**config.mk**
```make
export PLATFORM = sky130hd
export DESIGN_NAME = udp_tx_framer
export DESIGN_NICKNAME = d
export VERILOG_FILES = /design/src/rtl/eth_pkg.sv /design/src/rtl/ipv4_checksum_accum.sv /design/src/rtl/udp_tx_framer.sv
export SDC_FILE = /design/constraint.sdc
export NUM_CORES = 1
export LEC_CHECK = 0
export BUFFER_PORTS_ARGS = -buffer_cell sky130_fd_sc_hd__buf_2
export CAP_MARGIN = 20
export CORE_MARGIN = 5
export CORE_UTILIZATION = 25
export DETAILED_ROUTE_END_ITERATION = 7
export GPL_TIMING_DRIVEN = 1
export MAX_ROUTING_LAYER = met4
export SLEW_MARGIN = 15
export SYNTH_ARGS = -nofsm -noshare
export SYNTH_HDL_FRONTEND = slang
export SYNTH_SLANG_ARGS = --single-unit
```
**constraint.sdc**
```tcl
create_clock -name Clk -period 4.4 [get_ports Clk]
set_clock_uncertainty 0.05 [all_clocks]
set_input_delay 0 -clock Clk [delete_from_list [all_inputs] [get_ports Clk]]
set_output_delay 0 -clock Clk [all_outputs]
set_load 0.01 [all_outputs]
```
**src/rtl/eth_pkg.sv**
```systemverilog
`timescale 1ns/1ps
`default_nettype none
// ============================================================================
//  Module      : eth_pkg
//  Description : Shared Ethernet / IPv4 / UDP framing constants.
//  Revision    : 1.0 - initial release
// ============================================================================
package eth_pkg;

    localparam int eth_udp_length_width = 16;

    localparam int eth_mac_header_len   = 14;
    localparam int ipv4_header_len      = 20;
    localparam int udp_header_len       = 8;
    localparam int eth_frame_header_len = eth_mac_header_len + ipv4_header_len + udp_header_len;
    localparam int eth_min_frame_len    = 60;

    localparam logic [15:0] eth_type_ipv4 = 16'h0800;
    localparam logic [7:0]  ip_proto_udp  = 8'd17;

endpackage
`default_nettype wire

```
**src/rtl/ipv4_checksum_accum.sv**
```systemverilog
`timescale 1ns/1ps
`default_nettype none
// ============================================================================
//  Module      : ipv4_checksum_accum
//  Description : Sequential 16-bit ones'-complement header checksum
//                accumulator (start / add / fold / done).
//  Revision    : 1.0 - initial release
// ============================================================================
module ipv4_checksum_accum (
    input  logic        Clk,
    input  logic        Rst_n,
    input  logic        i_start,
    input  logic        i_add,
    input  logic [15:0] i_word,
    input  logic        i_fold,
    output logic [15:0] o_sum,
    output logic        o_done
);

    // 20 bits hold the carries of up to 16 added words without loss.
    logic [19:0] r_acc;
    logic [15:0] r_sum;
    logic        r_done;
    logic [16:0] w_fold1;
    logic [16:0] w_fold2;

    // Two end-around-carry folds always leave a clean 16-bit value.
    assign w_fold1 = {1'b0, r_acc[15:0]} + {13'd0, r_acc[19:16]};
    assign w_fold2 = {1'b0, w_fold1[15:0]} + {16'd0, w_fold1[16]};

    // Accumulate words, then fold and invert on request; done pulses with the result.
    always_ff @(posedge Clk or negedge Rst_n) begin
        if (!Rst_n) begin
            r_acc  <= 20'd0;
            r_sum  <= 16'd0;
            r_done <= 1'b0;
        end else begin
            r_done <= 1'b0;
            if (i_start) begin
                r_acc <= 20'd0;
            end else if (i_add) begin
                r_acc <= r_acc + {4'd0, i_word};
            end
            if (i_fold) begin
                r_sum  <= ~w_fold2[15:0];
                r_done <= 1'b1;
            end
        end
    end

    assign o_sum  = r_sum;
    assign o_done = r_done;

endmodule
`default_nettype wire

```
**src/rtl/udp_tx_framer.sv**
```systemverilog
`timescale 1ns/1ps
`default_nettype none
// ============================================================================
//  Module      : udp_tx_framer
//  Description : Wraps a length-tagged UDP payload stream into an Ethernet II
//                + IPv4 + UDP frame, padded to the 60-byte minimum.
//  Revision    : 1.0 - initial release
// ============================================================================
module udp_tx_framer
    import eth_pkg::*;
#(
    parameter int MAX_PAYLOAD = 1472,
    parameter int IP_TTL      = 64,
    parameter bit IP_DF       = 1'b1
) (
    input  logic                            Clk,
    input  logic                            Rst_n,
    input  logic [47:0]                     Src_mac,
    input  logic [47:0]                     Dst_mac,
    input  logic [31:0]                     Src_ip,
    input  logic [31:0]                     Dst_ip,
    input  logic [15:0]                     Src_port,
    input  logic [15:0]                     Dst_port,
    input  logic [eth_udp_length_width-1:0] Udp_length,
    input  logic [7:0]                      Udp_data,
    input  logic                            Udp_valid,
    input  logic                            Udp_last,
    output logic                            Udp_ready,
    output logic [7:0]                      Mac_data,
    output logic                            Mac_valid,
    output logic                            Mac_last,
    input  logic                            Mac_ready,
    output logic                            Frame_sent,
    output logic                            Length_error,
    output logic                            Oversize_drop
);

    typedef enum logic [2:0] {
        S_IDLE, S_CSUM, S_HEADER, S_PAYLOAD, S_FILL, S_DONE, S_DISCARD
    } state_t;

    localparam int          c_hdr_bits    = 8 * eth_frame_header_len;
    localparam logic [15:0] c_hdr_len     = 16'(eth_frame_header_len);
    localparam logic [15:0] c_hdr_last    = 16'(eth_frame_header_len - 1);
    localparam logic [15:0] c_min_len     = 16'(eth_min_frame_len);
    localparam logic [15:0] c_ip_udp_len  = 16'(ipv4_header_len + udp_header_len);
    localparam logic [15:0] c_udp_hdr_len = 16'(udp_header_len);
    localparam logic [15:0] c_max_payload = 16'(MAX_PAYLOAD);
    localparam logic [7:0]  c_ttl         = 8'(IP_TTL);
    localparam logic [15:0] c_flags       = IP_DF ? 16'h4000 : 16'h0000;

    state_t      r_state, w_state_nxt;
    logic [15:0] r_cnt, w_cnt_nxt;
    logic        r_need_discard, w_need_discard_nxt;
    logic        r_saw_last, w_saw_last_nxt;
    logic [15:0] r_len, r_id, r_src_port, r_dst_port;
    logic [47:0] r_src_mac, r_dst_mac;
    logic [31:0] r_src_ip, r_dst_ip;
    logic [7:0]  r_mac_data;
    logic        r_mac_valid, r_mac_last, r_length_error, r_oversize_drop;

    logic        w_load, w_sent, w_disc_last;
    logic        w_out_valid, w_out_last, w_length_error, w_oversize, w_latch_cfg;
    logic [7:0]  w_out_data;
    logic        w_udp_ready, w_acc_start, w_acc_add, w_acc_fold, w_acc_done;
    logic [15:0] w_acc_word, w_csum, w_ip_total_len, w_udp_len;
    logic [15:0] w_hdr_end, w_frame_len, w_pos_nxt;
    logic [5:0]  w_hdr_sel;
    logic [8:0]  w_bit_lo;
    logic [c_hdr_bits-1:0] w_hdr;

    assign w_load         = !r_mac_valid || Mac_ready;
    assign w_sent         = r_mac_valid && r_mac_last && Mac_ready;
    assign w_ip_total_len = r_len + c_ip_udp_len;
    assign w_udp_len      = r_len + c_udp_hdr_len;
    assign w_hdr_end      = r_len + c_hdr_len;
    assign w_frame_len    = (w_hdr_end < c_min_len) ? c_min_len : w_hdr_end;
    assign w_pos_nxt      = r_cnt + 16'd1;
    assign w_disc_last    = Udp_valid && Udp_last && !r_saw_last;

    // Whole header as one vector; byte k sits at bits [8*(41-k) +: 8].
    assign w_hdr = {r_dst_mac, r_src_mac, eth_type_ipv4,
                    8'h45, 8'h00, w_ip_total_len, r_id, c_flags, c_ttl, ip_proto_udp,
                    w_csum, r_src_ip, r_dst_ip,
                    r_src_port, r_dst_port, w_udp_len, 16'h0000};
    assign w_hdr_sel = 6'(c_hdr_last) - r_cnt[5:0];
    assign w_bit_lo  = {w_hdr_sel, 3'b000};

    ipv4_checksum_accum u_csum (
        .Clk     (Clk),
        .Rst_n   (Rst_n),
        .i_start (w_acc_start),
        .i_add   (w_acc_add),
        .i_word  (w_acc_word),
        .i_fold  (w_acc_fold),
        .o_sum   (w_csum),
        .o_done  (w_acc_done)
    );

    // Header words fed to the checksum, one per CSUM cycle.
    always_comb begin
        w_acc_word = 16'h0000;
        case (r_cnt[3:0])
            4'd0: w_acc_word = 16'h4500;
            4'd1: w_acc_word = w_ip_total_len;
            4'd2: w_acc_word = r_id;
            4'd3: w_acc_word = c_flags;
            4'd4: w_acc_word = {c_ttl, ip_proto_udp};
            4'd5: w_acc_word = r_src_ip[31:16];
            4'd6: w_acc_word = r_src_ip[15:0];
            4'd7: w_acc_word = r_dst_ip[31:16];
            4'd8: w_acc_word = r_dst_ip[15:0];
            default: w_acc_word = 16'h0000;
        endcase
    end

    // Next-state and output-register load decisions.
    always_comb begin
        w_state_nxt        = r_state;
        w_cnt_nxt          = r_cnt;
        w_need_discard_nxt = r_need_discard;
        w_saw_last_nxt     = r_saw_last;
        w_out_valid        = 1'b0;
        w_out_last         = 1'b0;
        w_out_data         = 8'h00;
        w_length_error     = 1'b0;
        w_oversize         = 1'b0;
        w_latch_cfg        = 1'b0;
        w_udp_ready        = 1'b0;
        w_acc_start        = 1'b0;
        w_acc_add          = 1'b0;
        w_acc_fold         = 1'b0;
        case (r_state)
            S_IDLE: begin
                // The first byte is only inspected here; PAYLOAD or DISCARD consumes it.
                if (Udp_valid) begin
                    w_latch_cfg        = 1'b1;
                    w_acc_start        = 1'b1;
                    w_cnt_nxt          = 16'd0;
                    w_need_discard_nxt = 1'b0;
                    w_saw_last_nxt     = 1'b0;
                    if (Udp_length > c_max_payload) begin
                        w_state_nxt = S_DISCARD;
                        w_oversize  = 1'b1;
                    end else begin
                        w_state_nxt = S_CSUM;
                    end
                end
            end
            S_CSUM: begin
                // Nine adds, one fold, then one cycle waiting on the registered result.
                if (r_cnt < 16'd9) begin
                    w_acc_add = 1'b1;
                    w_cnt_nxt = w_pos_nxt;
                end else if (r_cnt == 16'd9) begin
                    w_acc_fold = 1'b1;
                    w_cnt_nxt  = w_pos_nxt;
                end else if (w_acc_done) begin
                    w_state_nxt = S_HEADER;
                    w_cnt_nxt   = 16'd0;
                end
            end
            S_HEADER: begin
                if (w_load) begin
                    w_out_valid = 1'b1;
                    w_out_data  = w_hdr[w_bit_lo +: 8];
                    w_cnt_nxt   = w_pos_nxt;
                    if (r_cnt == c_hdr_last) begin
                        if (r_len == 16'd0) begin
                            // Nothing to forward, but the upstream byte still has to be drained.
                            w_state_nxt        = S_FILL;
                            w_need_discard_nxt = 1'b1;
                        end else begin
                            w_state_nxt = S_PAYLOAD;
                        end
                    end
                end
            end
            S_PAYLOAD: begin
                // r_cnt is the frame position; the payload count is r_cnt - 42.
                w_udp_ready = w_load;
                if (w_load && Udp_valid) begin
                    w_out_valid = 1'b1;
                    w_out_data  = Udp_data;
                    w_cnt_nxt   = w_pos_nxt;
                    if (Udp_last) begin
                        w_length_error = (w_pos_nxt != w_hdr_end);
                        if (w_pos_nxt == w_frame_len) begin
                            w_out_last  = 1'b1;
                            w_state_nxt = S_DONE;
                        end else begin
                            w_state_nxt = S_FILL;
                        end
                    end else if (w_pos_nxt == w_hdr_end) begin
                        w_length_error     = 1'b1;
                        w_need_discard_nxt = 1'b1;
                        if (w_pos_nxt == w_frame_len) begin
                            w_out_last  = 1'b1;
                            w_state_nxt = S_DISCARD;
                        end else begin
                            w_state_nxt = S_FILL;
                        end
                    end
                end
            end
            S_FILL: begin
                // Zeros cover both a short payload and the minimum-length pad.
                if (w_load) begin
                    w_out_valid = 1'b1;
                    w_cnt_nxt   = w_pos_nxt;
                    if (w_pos_nxt == w_frame_len) begin
                        w_out_last  = 1'b1;
                        w_state_nxt = r_need_discard ? S_DISCARD : S_DONE;
                    end
                end
            end
            S_DONE: begin
                if (w_sent) begin
                    w_state_nxt = S_IDLE;
                end
            end
            S_DISCARD: begin
                // Leave only once the upstream frame is gone and our last byte has been taken,
                // so the ID is already bumped before a new frame starts.
                w_udp_ready = !r_saw_last;
                if (w_disc_last) begin
                    w_saw_last_nxt = 1'b1;
                end
                if ((r_saw_last || w_disc_last) && (!r_mac_valid || w_sent)) begin
                    w_state_nxt = S_IDLE;
                end
            end
            default: begin
                w_state_nxt = S_IDLE;
            end
        endcase
    end

    // State and position counters.
    always_ff @(posedge Clk or negedge Rst_n) begin
        if (!Rst_n) begin
            r_state        <= S_IDLE;
            r_cnt          <= 16'd0;
            r_need_discard <= 1'b0;
            r_saw_last     <= 1'b0;
        end else begin
            r_state        <= w_state_nxt;
            r_cnt          <= w_cnt_nxt;
            r_need_discard <= w_need_discard_nxt;
            r_saw_last     <= w_saw_last_nxt;
        end
    end

    // Per-frame configuration snapshot and the IP identification counter.
    always_ff @(posedge Clk or negedge Rst_n) begin
        if (!Rst_n) begin
            r_len      <= 16'd0;
            r_src_mac  <= 48'd0;
            r_dst_mac  <= 48'd0;
            r_src_ip   <= 32'd0;
            r_dst_ip   <= 32'd0;
            r_src_port <= 16'd0;
            r_dst_port <= 16'd0;
            r_id       <= 16'd0;
        end else begin
            if (w_latch_cfg) begin
                r_len      <= Udp_length;
                r_src_mac  <= Src_mac;
                r_dst_mac  <= Dst_mac;
                r_src_ip   <= Src_ip;
                r_dst_ip   <= Dst_ip;
                r_src_port <= Src_port;
                r_dst_port <= Dst_port;
            end
            if (w_sent) begin
                r_id <= r_id + 16'd1;
            end
        end
    end

    // Single output register: reloads only when empty or being accepted.
    always_ff @(posedge Clk or negedge Rst_n) begin
        if (!Rst_n) begin
            r_mac_data      <= 8'h00;
            r_mac_valid     <= 1'b0;
            r_mac_last      <= 1'b0;
            r_length_error  <= 1'b0;
            r_oversize_drop <= 1'b0;
        end else begin
            r_length_error  <= w_length_error;
            r_oversize_drop <= w_oversize;
            if (w_load) begin
                r_mac_valid <= w_out_valid;
                r_mac_last  <= w_out_last;
                if (w_out_valid) begin
                    r_mac_data <= w_out_data;
                end
            end
        end
    end

    assign Udp_ready     = w_udp_ready;
    assign Mac_data      = r_mac_data;
    assign Mac_valid     = r_mac_valid;
    assign Mac_last      = r_mac_last;
    assign Frame_sent    = w_sent;
    assign Length_error  = r_length_error;
    assign Oversize_drop = r_oversize_drop;

endmodule
`default_nettype wire

```
# Yosys cells after proc, flatten, opt, wreduce, memory -nomap -nowiden
# Cells that the tools add are included.
# totals
register_bits	294
latchBits	0
ram_bits	0
romBits	0
output_inout_bits	14
memories	0
# op_classes
add_sub_neg	9
n_mul	0
div	0
order_cmp	3
n_eq_ne	37
shift	1
n_mux	66
n_bitwise	1
reduce_logical	24
# ops
op	count
$shiftx A336 B10 Y8	1
$pmux W16 S9	1
$mux W16	7
$pmux W16 S4	1
$mux W3	15
$mux W20	2
$add A16 B1 Y16 const B	2
$eq A16 B16 Y1	2
$mux W1	30
$ne A2 B2 Y1 const B	14
$pmux W3 S7	1
$add A20 B16 Y20	1
$add A16 B4 Y17	1
$add A16 B1 Y16	1
$add A16 B4 Y16 const B	1
$add A16 B5 Y16 const B	1
$add A16 B6 Y16 const B	1
$eq A16 B4 Y1 const B	1
$eq A16 B6 Y1 const B	1
$eq A4 B3 Y1 const B	4
$gt A16 B11 Y1 const B	1
$logic_not A16 Y1	1
$lt A16 B4 Y1 const B	1
$lt A16 B6 Y1 const B	1
31 further kinds	49

# Longest topological paths before layout
# Gate-level depths: netlist of the first run.
# logic_depth
word_depth	9
depth_mapped	22
depth_no_buf	18

# Modules after synthesis
# From an unflattened synthesis of the first run, not the netlist that was laid out.
# unflattened
hier_cells	1669
hier_area_um2	17843.4
# by_module_without_submodules
mod	n_inst	cells_each	area_each_um2
udp_tx_framer	1	1316	14787.9
ipv4_checksum_accum	1	353	3055.4

# Worst setup path before layout of the first run
# Ideal clock, no wire load.
# synth_timing
kind	reg-to-reg
from	register r_cnt[0]
to	register r_state[0]
arrival_ps	4509
required_ps	4194
slack_ps	-315
path_stages_with_launch	20
path_buffers	4
period_less_slack_ps	4715
path_cell_list	dfrtp_1 > buf_2 > buf_4 > buf_2 > buf_2 > inv_2 > ha_1 > a221o_1 > a221oi_1 > o221ai_1 > or3_4 > nor2_4 > inv_2 > ha_1 > o21ai_0 > a311oi_1 > nor3_1 > o311ai_0 > a31oi_1 > a211oi_2
# synth_via
elab_chain_cells	6
# synth_rtl
element	line_no	text
start: declaration	udp_tx_framer.sv:53	logic [15:0] r_cnt, w_cnt_nxt;
start signal: assignment	udp_tx_framer.sv:248	r_cnt <= w_cnt_nxt;
$add A16 B1 Y16	udp_tx_framer.sv:78	assign w_pos_nxt = r_cnt + 16'd1;
$eq A16 B16 Y1	udp_tx_framer.sv:188, udp_tx_framer.sv:211	
$mux W1	udp_tx_framer.sv:188	if (w_pos_nxt == w_frame_len) begin
$mux W3	udp_tx_framer.sv:186	if (Udp_last) begin
$mux W3	udp_tx_framer.sv:182	if (w_load && Udp_valid) begin
$pmux W3 S7	udp_tx_framer.sv:133	case (r_state)
end signal: assignment	udp_tx_framer.sv:247	r_state <= w_state_nxt;
end: declaration	udp_tx_framer.sv:52	state_t r_state, w_state_nxt;
# Parallel ways exist; a longest one is shown, timed or not. The select of a mux whose other input is x is not followed.
# A chain may end at the register's enable or synchronous reset.

# Final worst setup path of the first run
# layout_timing
from	register r_len[4]
to	register r_state[0]
# layout_via
elab_chain_cells	8
# layout_rtl
element	line_no	text
start: declaration	udp_tx_framer.sv:56	logic [15:0] r_len, r_id, r_src_port, r_dst_port;
start signal: assignment	udp_tx_framer.sv:267	r_len <= Udp_length;
$add A16 B6 Y16	udp_tx_framer.sv:76	assign w_hdr_end = r_len + c_hdr_len;
$lt A16 B6 Y1	udp_tx_framer.sv:77	assign w_frame_len = (w_hdr_end < c_min_len) ? c_min_len : w_hdr_end;
$mux W16	udp_tx_framer.sv:77	
$eq A16 B16 Y1	udp_tx_framer.sv:188, udp_tx_framer.sv:211	
$mux W1	udp_tx_framer.sv:188	
$mux W3	udp_tx_framer.sv:186	
$mux W3	udp_tx_framer.sv:182	
$pmux W3 S7	udp_tx_framer.sv:133	
# Parallel ways exist; a longest one is shown, timed or not. The select of a mux whose other input is x is not followed.

==> results of run 1 <==
==> layer usage <==
layer | vias up | global-route usage (%)
met5 | - | -
met4 | 0 | 7.09
met3 | 130 | 2.61
met2 | 559 | 28.9
met1 | 8062 | 21.6
li1 | 7788 | -
==> layout make-up <==
cell class	instances	area share, %
antenna	1	0.0108
tap	931	5.03
timing repair buffer	511	16.7
sequential	294	31.8
inverter	30	0.487
clock inverter	18	1.32
clock buffer	45	4.21
multi-input combinational	1563	40.4
==> what timing repair did <==
action,in CTS,in global routing
setup buffers,0,0
endpoints found under the hold margin,324,0
hold buffers,221,0
endpoints found under the setup margin,0,2
resized for setup,0,2
==> state kept, by name, indices dropped and copies added (netlist names), 3 cells and up <==
register	cells
r_dst_ip	32
Mac_data	8
r_state	3
u_csum.o_sum	16
r_dst_mac	48
r_src_ip	32
u_csum.r_acc	20
r_src_mac	48
r_id	16
r_dst_port	16
r_src_port	16
r_len	16
r_cnt	16
==> report_power, final <==
part | leakage, nW | internal (mW) | switching [mW]
clock | 0.630 | 2.00 | 1.24
sequential | 3.77 | 3.73 | 1.13
combinational | 6.39 | 3.06 | 4.65
==> logic make-up (layout without fill, tap and decap cells) <==
family / Yosys count / in the layout / share of synthesized area [%]
AO/OA/AOI/OAI: 328 / 328 / 12.7
XOR/XNOR: 108 / 108 / 5.52
adder cells (fa/ha/maj): 40 / 40 / 2.96
buffers and inverters: 160 / 604 / 4.31
flip-flops: 294 / 294 / 42.3
multiplexers: 70 / 70 / 7.15
other: 0 / 1 / 0
AND/OR/NAND/NOR: 1017 / 1017 / 25.0
==> cell usage in the layout, fill, tap and decap left out, drive strengths merged, types with 9 or more instances in the layout <==
cell type,netlist,layout
nand2b,12,12
nand4,19,19
xor2,33,33
xnor2,75,75
a31oi,17,17
inv,28,28
o22ai,12,12
a21o,12,12
ha,38,38
o211ai,18,18
dfrtp,294,294
buf,34,290
nor3,36,36
o21ai,88,88
nor2,63,63
nor4,16,16
clkinv,2,13
dlygate4sd3,0,221
and3,18,18
mux4,43,43
a22oi,35,35
a21oi,60,60
nand3,74,74
nand2,731,731
a222oi,10,10
or3,9,9
clkbuf,96,45
mux2i,23,23
==> through the flow <==
stage | setup WS [ps] | area [sq um] | util, % | power [mW]
2_1_floorplan | 18.7 | 17400 | - | 9.67
3_3_place_gp | 392 | 19600 | 28.5 | 12.3
3_5_place_dp | 301 | 19600 | 28.5 | 12.3
4_1_cts | 285 | 23100 | 33.6 | 15.8
5_1_grt | 42.3 | 23100 | 33.6 | 16.8
6_report | 310 | 23100 | 33.6 | 15.8
==> final timing paths <==
path	from	end	slack (ps)
min	Rst_n	r_dst_ip[10]	80
min in group Clk	Dst_mac[35]	r_dst_mac[35]	110
min reg2reg	r_src_mac[44]	r_src_mac[44]	420
max reg2reg	r_len[4]	r_state[0]	310
max in group asynchronous	Rst_n	r_dst_mac[20]	3090
max	r_len[4]	r_state[0]	310
==> qor.yml, run 1 <==
global_routing:
  grtUsageTotal_pct: 17.5
  grt_overflow: 0
  grt_pass1_vias: 16900
  grt_max_degree: 107
  antenna_found_initial: 1
  grt_pass1_wl_mm: 100
logic_synthesis:
  synth_warnings: 0
  netlist_instances: 2017
  yosys.area.top_type: "dfrtp_1"
  synth.most_common_cell: "nand2_1"
  yosysUniqueCellTypes: 92
  synth_area_sq_um: 17400
  synth_area_leaders: "dfrtp_1 42%, nand2_1 16%, mux4_2 5.6%"
  ys_ff_latch: 294
  synth_edf_count: 0
  synthTopCellsByCount: "730 x nand2_1, 294 x dfrtp_1, 93 x clkbuf_1"
  syn-num-nets: 2278
  ys_seq_area_share_pct: 42.3
  synth-async-reset-ratio_pct: 100
  yosys.area.top_type_share_pct: 42.3
  syn_area_per_cell_sq_um: 8.63
  synthFlopType: "dfrtp_1"
placement:
  place_inst: 3108
  gp_congestion: 0.959
  io_buffers: 234
  dpl.hpwl_mm: 46.8
power:
  power_density_nw_per_um2: 683
  irDropWorstVdd_v: 0.000625
  p_leak_nw: 10.8
setup_path:
  endpoint_kind: "flip-flop"
  path_max_fanout: 11
  path_buf_inv: 2
  critical-path-top-delay-family: "simple AND/OR/NAND/NOR gates"
  worstPathCellList: "ha_1, a211oi_4, nor2_1, xor2_1, o22ai_1, or4_1, or3_4, nor2_4, inv_2, ha_1, o21ai_0, a311oi_1, nor3_2, buf_4, o311ai_0, a31oi_1, a211oi_2"
  reg2reg_depth: 17
  critPathLaunchType: "flip-flop"
  worst-path-stages: 17
  cpPeakStageDelay_ps: 540
  cp_slowest_cell: "dfrtp_1"
  crit_required_ps: 4780
  critPathArrivalTime_ps: 4470
  cp_common_cell: "ha_1"
  worstSetupPathType: "reg2reg"
routing:
  drt-met1-wl_mm: 27.1
  dr_wl_met2_mm: 31.7
  antenna_left: 0
  drt_first_iter_violations: 1249
  top_layer_used: "met4"
  drt_wl_total_mm: 65.3
  post-route-drc-count: 0
  vias_per_cell: 4.87
  wl_per_cell_um: 19.2
  vias: 16500
  wl_met3_mm: 3.40
  first_pass_iters: 7
clock_tree:
  clock-sinks: 294
  clk_pin_slew_ps: 70
  cts_buffer_depth: 3
  cts_tree: "yes"
  root_buffer: "clkbuf_16"
  numCtsBuffers: 36
  clk_latency_ps: 550
  cts_max_level: 2
layout:
  drive_above_1_share_pct: 17.7
  fillers: 7032
  final_cells: 3393
  register_area_sq_um: 7360
  nets: 2697
  multi_input_area_sq_um: 9340
  syn2layout_area_growth_pct: 33.0
floorplan:
  start_util_pct: 25.3
  core_sq_um: 68800
  dieWidth_um: 274
  die-area_sq_um: 75000
  ioPinCount: 235
  chipHeight_um: 274
  num_rows: 96
job:
  cap_violations: 0
sta:
  min_period_ps: 4090
  hold_viol: 0
  grt_setup_unrepaired: "no"
  fmax_mhz: 244
  finalSetupViolations: 0
  tightest_slew_ps: 884
  slew_viol_final: 0
  finalSetupTns_ps: 0
  maxSlewHeadroom_pct: 40.7
  min_period_over_period_pct: 93.0
  fin_hold_ws_ps: 77.6
run_status:
  status: "completed"
min_path:
  hp-class: "in2async"
Note: power is estimated with default switching activity, not from simulation.
==> inputs of run 2 (changes only) <==
--- a/config.mk
+++ b/config.mk
@@ -12,7 +12,9 @@
 export DETAILED_ROUTE_END_ITERATION = 7
 export GPL_TIMING_DRIVEN = 1
 export MAX_ROUTING_LAYER = met4
+export REMOVE_ABC_BUFFERS = 1
 export SLEW_MARGIN = 15
 export SYNTH_ARGS = -nofsm -noshare
 export SYNTH_HDL_FRONTEND = slang
+export SYNTH_HIERARCHICAL = 1
 export SYNTH_SLANG_ARGS = --single-unit
==> run 2 against run 1 <==
Net effect:
- critical path depth decreased by 3
- synthesized cell count decreased by 17%
- first-iteration DRC count increased by 13%
==> qor.yml, run 2 <==
logic_synthesis:
  yosys.area.top_type_share_pct: 41.2  # -1.0 points
  synthFlopType: "dfrtp_1"
  ys_ff_latch: 294  # unchanged
  synthTopCellsByCount: "294 x dfrtp_1, 214 x mux2_2, 117 x nand2_1"
  ys_seq_area_share_pct: 41.2  # -1.0 points
  netlist_instances: 1669  # -17%
  yosys.area.top_type: "dfrtp_1"
  synth_edf_count: 0  # unchanged
  yosysUniqueCellTypes: 92  # unchanged
  synth.most_common_cell: "dfrtp_1"
  synth_area_sq_um: 17800  # +2.5%
  synth_area_leaders: "dfrtp_1 41%, mux2_2 14%, mux4_2 5.3%"
  synth-async-reset-ratio_pct: 100  # unchanged
  synth_warnings: 6  # +6
  syn_area_per_cell_sq_um: 10.7  # +24%
layout:
  register_area_sq_um: 7370  # about the same
  syn2layout_area_growth_pct: 32.4
  final_common_cell: "dfrtp_1"
  final_cell_mix: "290 x dfrtp_1, 233 x buf_2, 222 x dlygate4sd3_1"
  fin_util_pct: 33.2  # -0.41 points
  final_cells: 3074  # -9.4%
  fillers: 7120  # +1.3%
  finalInstanceArea_sq_um: 23600  # +2.1%
  nets: 2349  # -13%
  reg_top3: "r_dst_mac (48), r_src_mac (48)"
  multi_input_area_sq_um: 9840  # +5.4%
  drive_above_1_share_pct: 30.0  # +12 points
power:
  p_seq_share_pct: 33.1  # +2.4 points
  total_power_mw: 15.0  # -5.0%
  irDropWorstVdd_v: 0.000308  # -51%
  switching_power_mw: 6.11  # -13%
  pwr-share-comb_pct: 45.2  # -3.6 points
  power_density_nw_per_um2: 636  # -6.9%
  swShare_pct: 40.6  # -3.8 points
  clkPwrFrac_pct: 21.7  # +1.2 points
  p_int_mw: 8.91  # +1.5%
  p_leak_nw: 9.69  # -10%
sta:
  fin_hold_ws_ps: 92.3  # +14.7 ps
  maxSlewHeadroom_pct: 35.5  # -5.2 points
  finalSetupTns_ps: 0  # unchanged
  min_period_ps: 4090  # +4.03 ps
  finalSetupViolations: 0  # unchanged
  grt_setup_unrepaired: "no"
  min_period_over_period_pct: 93.1  # about the same
  hold_viol: 0  # unchanged
  timing.final.ws_setup_ps: 306  # -4.03 ps
  fmax_mhz: 244  # about the same
  slew_viol_final: 0  # unchanged
  tightest_slew_ps: 968  # +84.0 ps
placement:
  dp_slack_ps: 304  # +3.07 ps
  place_inst: 2778  # -11%
  gp_congestion: 0.957  # -0.22%
  dpl.hpwl_mm: 46.8  # +0.19%
  dpl_cell_area_sq_um: 20100  # +2.3%
  io_buffers: 234  # unchanged
routing:
  post-route-drc-count: 0  # unchanged
  drt_wl_total_mm: 64.9  # -0.51%
  wl_per_cell_um: 21.1  # +9.8%
  vias: 15600  # -5.6%
  drt_first_iter_violations: 1406  # +13%
  antenna_left: 0  # unchanged
  first_pass_iters: 6  # -1
  vias_per_cell: 5.08  # +4.2%
global_routing:
  antenna_found_initial: 9  # +8
  grt_max_degree: 116  # +8.4%
  grt_pass1_vias: 16100  # -4.9%
  grt_pass1_wl_mm: 98.6  # -1.7%
  grtUsageTotal_pct: 16.7  # -0.73 points
  grt_overflow: 0  # unchanged
floorplan:
  core_sq_um: 71100  # +3.3%
  chipHeight_um: 277  # +1.2%
  die-area_sq_um: 76800  # +2.4%
  num_rows: 98  # +2.1%
  ioPinCount: 235  # unchanged
  start_util_pct: 25.1  # -0.20 points
  dieWidth_um: 277  # +1.2%
clock_tree:
  cts_tree: "yes"
  cts_max_level: 2  # unchanged
  clk_latency_ps: 560  # about the same
  clk_pin_slew_ps: 60  # about the same
  numCtsBuffers: 37  # +2.8%
  clock-sinks: 294  # unchanged
  root_buffer: "clkbuf_16"
  cts_buffer_depth: 3  # unchanged
min_path:
  hp-class: "in2async"
setup_path:
  critPathLaunchType: "flip-flop"
  endpoint_kind: "flip-flop"
  critPathArrivalTime_ps: 4490  # +20 ps
  worstSetupPathType: "reg2reg"
  crit_required_ps: 4790  # about the same
  path_max_fanout: 7  # -4
run_status:
  status: "completed"
job:
  cap_violations: 0  # unchanged
-- run 2: cell count changes in the layout (fill, tap and decap cells not counted), moves of 12 or more --
cell,delta
o21ai_0,-36
o21ai_1,+23
buf_4,-12
mux2_2,+210
nand3_1,-19
a22oi_1,-13
nand2_1,-613
nor2_1,+37
a21oi_1,+13
-- run 2: kinds of logic after synthesis --
| kind of cell | synth area share, % |
|---|---|
| AND/OR/NAND/NOR | 13.0 |
| buffers and inverters | 3.76 |
| AO/OA/AOI/OAI | 13.7 |
| flip-flops | 41.2 |
| multiplexers | 20.7 |
| XOR/XNOR | 4.86 |
| adder cells (fa/ha/maj) | 2.82 |
-- run 2: worst max-delay path, cell delays in order (launching register included) --
cell and delay, ps:
dfrtp_4 450, inv_1 130, ha_1 330, a221o_1 330, a222oi_1 330, nand2_1 120, ha_1 230, fa_1 430
a211oi_1 240, o21bai_1 160, o2111ai_1 260, a21oi_1 160, a31oi_1 320, o21ai_0 170, mux2_2 280
-- run 2: worst paths after layout --
path / start / to / slack, ps / cells after the start
setup / recovery: r_cnt[0] / u_csum/r_acc[16] / 310 / 14
max in group asynchronous: Rst_n / r_cnt[0] / 3060 / 3
setup reg to reg: r_cnt[0] / u_csum/r_acc[16] / 310 / 14
hold / removal: Rst_n / r_src_mac[26] / 90 / 2
hold reg to reg: r_dst_mac[5] / r_dst_mac[5] / 450 / 1
min in group Clk: Src_port[15] / r_src_port[15] / 160 / 3
-- run 2: power by group through the flow --
stage	clock network, mW	registers [mW]	logic [mW]
CTS	3.36	4.94	6.72
global placement	0	4.91	6.42
floorplan	0	4.66	4.68
finish	3.26	4.97	6.79
detailed placement	0	4.99	6.51
global route	3.45	5.08	7.31
-- run 2: layout make-up --
type,count,share of cell area [%]
multi-input combinational,1226,41.7
clock inverter,18,1.08
inverter,30,0.477
sequential,294,31.2
antenna,8,0.0847
timing repair buffer,500,16.1
tap,950,5.03
clock buffer,48,4.40
-- run 2: metal layers --
| metal | vias to the layer above | wire [um] | global-route usage [%] |
|---|---|---|---|
| met5 | - | 0 | - |
| li1 | 7097 | - | - |
| met2 | 617 | 30900 | 26.6 |
| met4 | 0 | 1950 | 5.16 |
| met3 | 101 | 4350 | 3.03 |
| met1 | 7792 | 27700 | 21.9 |
-- run 2: timing repair --
| action | in CTS | in global routing |
|---|---|---|
| setup endpoints to repair | 0 | 3 |
| resized for setup | 0 | 4 |
| endpoints found under the hold margin | 337 | 0 |
| hold buffers | 222 | 0 |
| setup buffers | 0 | 0 |
==> inputs of run 3 (changes only) <==
--- a/config.mk
+++ b/config.mk
@@ -8,10 +8,11 @@
 export BUFFER_PORTS_ARGS = -buffer_cell sky130_fd_sc_hd__buf_2
 export CAP_MARGIN = 20
 export CORE_MARGIN = 5
-export CORE_UTILIZATION = 25
+export CORE_UTILIZATION = 45
 export DETAILED_ROUTE_END_ITERATION = 7
 export GPL_TIMING_DRIVEN = 1
 export MAX_ROUTING_LAYER = met4
+export PLACE_DENSITY = 0.67
 export REMOVE_ABC_BUFFERS = 1
 export SLEW_MARGIN = 15
 export SYNTH_ARGS = -nofsm -noshare
==> run 3 against run 2 <==
Net effect:
- register-to-register slack got worse by 50 ps
- utilization rose by 25 points
- final cell count fell by 14%
==> qor.yml, run 3 (same netlist as run 2, synthesis figures left out) <==
power:
  pwr-share-comb_pct: 45.5  # +0.3 points
  p_seq_share_pct: 34.1  # +1.0 points
  p_leak_nw: 9.63  # -0.63%
  switching_power_mw: 5.97  # -2.2%
  swShare_pct: 40.8  # +0.18 points
  power_density_nw_per_um2: 639  # +0.47%
  irDropWorstVdd_v: 0.000384  # +25%
  clkPwrFrac_pct: 20.4  # -1.3 points
  p_int_mw: 8.66  # -2.9%
  total_power_mw: 14.6  # -2.6%
setup_path:
  critPathArrivalTime_ps: 4540  # +50 ps
  endpoint_kind: "flip-flop"
  worstSetupPathType: "reg2reg"
  crit_required_ps: 4800  # about the same
  path_max_fanout: 10  # +3
  critPathLaunchType: "flip-flop"
sta:
  grt_setup_unrepaired: "no"
  maxSlewHeadroom_pct: 37.2  # +1.7 points
  fmax_mhz: 242  # -1.1%
  tightest_slew_ps: 942  # -25.8 ps
  finalSetupViolations: 0  # unchanged
  min_period_ps: 4140  # +45.5 ps
  slew_viol_final: 0  # unchanged
  hold_viol: 0  # unchanged
  min_period_over_period_pct: 94.1  # +1.0 points
global_routing:
  antenna_found_initial: 6  # -3
  grt_max_degree: 114  # -1.7%
  grt_overflow: 0  # unchanged
  grt_pass1_wl_mm: 93.4  # -5.3%
  grtUsageTotal_pct: 27.6  # +11 points
  grt_pass1_vias: 16000  # -0.40%
placement:
  dpl.hpwl_mm: 40.8  # -13%
  place_inst: 2352  # -15%
  io_buffers: 234  # unchanged
  dpl_cell_area_sq_um: 19500  # -2.9%
  gp_congestion: 0.967  # +1.0%
routing:
  vias: 15600  # -0.13%
  vias_per_cell: 5.90  # +16%
  wl_met3_mm: 4.33  # -0.53%
  dr_wl_met2_mm: 28.0  # -9.5%
  drt_wl_total_mm: 59.5  # -8.3%
  drt-met1-wl_mm: 25.0  # -9.9%
  antenna_left: 0  # unchanged
  wl_per_cell_um: 22.5  # +6.8%
  first_pass_iters: 7  # +1
  top_layer_used: "met4"
  drt_first_iter_violations: 1361  # -3.2%
  post-route-drc-count: 0  # unchanged
floorplan:
  ioPinCount: 235  # unchanged
  die-area_sq_um: 43700  # -43%
  core_sq_um: 39500  # -45%
  num_rows: 73  # -26%
  chipHeight_um: 209  # -25%
  start_util_pct: 45.2  # +20 points
  dieWidth_um: 209  # -25%
layout:
  finalInstanceArea_sq_um: 22900  # -3.1%
  final_cells: 2641  # -14%
  nets: 2344  # -0.21%
  fillers: 3241  # -54%
  reg_top3: "r_dst_mac (48), r_src_mac (48)"
  drive_above_1_share_pct: 29.8  # -0.25 points
  syn2layout_area_growth_pct: 28.3
  multi_input_area_sq_um: 9850  # about the same
  final_cell_mix: "292 x dfrtp_1, 233 x buf_2, 220 x dlygate4sd3_1"
  final_common_cell: "dfrtp_1"
  register_area_sq_um: 7360  # about the same
clock_tree:
  numCtsBuffers: 35  # -5.4%
  clk_pin_slew_ps: 60  # about the same
  cts_setup_buffers: 0  # unchanged
  root_buffer: "clkbuf_16"
  cts_tree: "yes"
  cts_max_level: 2  # unchanged
  clock-sinks: 294  # unchanged
  clk_latency_ps: 570  # about the same
  cts_buffer_depth: 3  # unchanged
min_path:
  hp-class: "in2async"
job:
  cap_violations: 0  # unchanged
run_status:
  status: "completed"
==> run 3: cell types whose count changed in the layout (fill, tap and decap cells not counted), sizes merged <==
cell / delta
clkinvlp: -6
diode: -2
bufinv: -2
buf: -1
clkinv: +1
clkbuf: +1
dlygate4sd3: -2
inv: +3
==> run 3: per-layer routing <==
layer / track usage (%) / vias up
li1: - / 7072
met1: 36.5 / 7692
met2: 43.0 / 684
met3: 4.71 / 138
met4: 10.4 / 0
met5: - / -
==> run 3: worst paths after layout <==
kind	slack, ps	end	start	cells past startpoint
max	260	u_csum/r_acc[18]	r_cnt[0]	14
min	20	r_dst_mac[36]	Rst_n	2
max reg2reg	260	u_csum/r_acc[18]	r_cnt[0]	14
min reg2reg	450	u_csum/o_sum[2]	u_csum/o_sum[2]	1
max in group asynchronous	2990	r_dst_mac[5]	Rst_n	3
min in group Clk	150	r_src_port[5]	Src_port[5]	3
==> run 3: metrics by stage <==
step / utilization, % / TNS (ps) / setup WS (ps) / hold WS [ps]
after global routing: 58.0 / 0 / 10.3 / 118
final: 58.0 / 0 / 260 / 18.7
after global placement: 49.4 / 0 / 344 / 54.3
after floorplan: - / -3148360 / -15650 / -346
after detailed placement: 49.4 / 0 / 252 / 74.4
after CTS: 58.0 / 0 / 238 / 82.6
==> run 3: worst max-delay path, stage by stage (launching register included) <==
cell and delay (ps):
dfrtp_4 450, inv_1 160, ha_1 350, a221o_1 320, a222oi_1 340, nand2_1 130, ha_1 240, fa_1 430
a211oi_1 250, o21bai_1 170, o2111ai_1 270, a21oi_1 150, a31oi_2 290, o21ai_0 150, mux2_2 280
==> run 3: power by group through the flow <==
stage / clock network, mW / registers [mW] / logic (mW)
final: 2.99 / 4.99 / 6.65
after global routing: 3.16 / 5.09 / 7.17
after CTS: 3.06 / 4.89 / 6.51
after detailed placement: 0 / 4.94 / 6.32
after global placement: 0 / 4.89 / 6.21
after floorplan: 0 / 4.66 / 4.68
==> run 3: what timing repair did <==
action / in CTS / in global routing
endpoints found under the hold margin: 333 / 0
endpoints found under the setup margin: 0 / 6
gates resized for setup: 0 / 4
hold buffers: 220 / 0
==> run 3: cell type report <==
type                            count  area share [%]
Multi-Input combinational cell   1226            43.0
Sequential cell                   294            32.2
Timing Repair Buffer              497            16.3
Clock buffer                       49            4.27
Tap cell                          525            2.87
Clock inverter                     14           0.825
Inverter                           30           0.492
Antenna cell                        6          0.0656
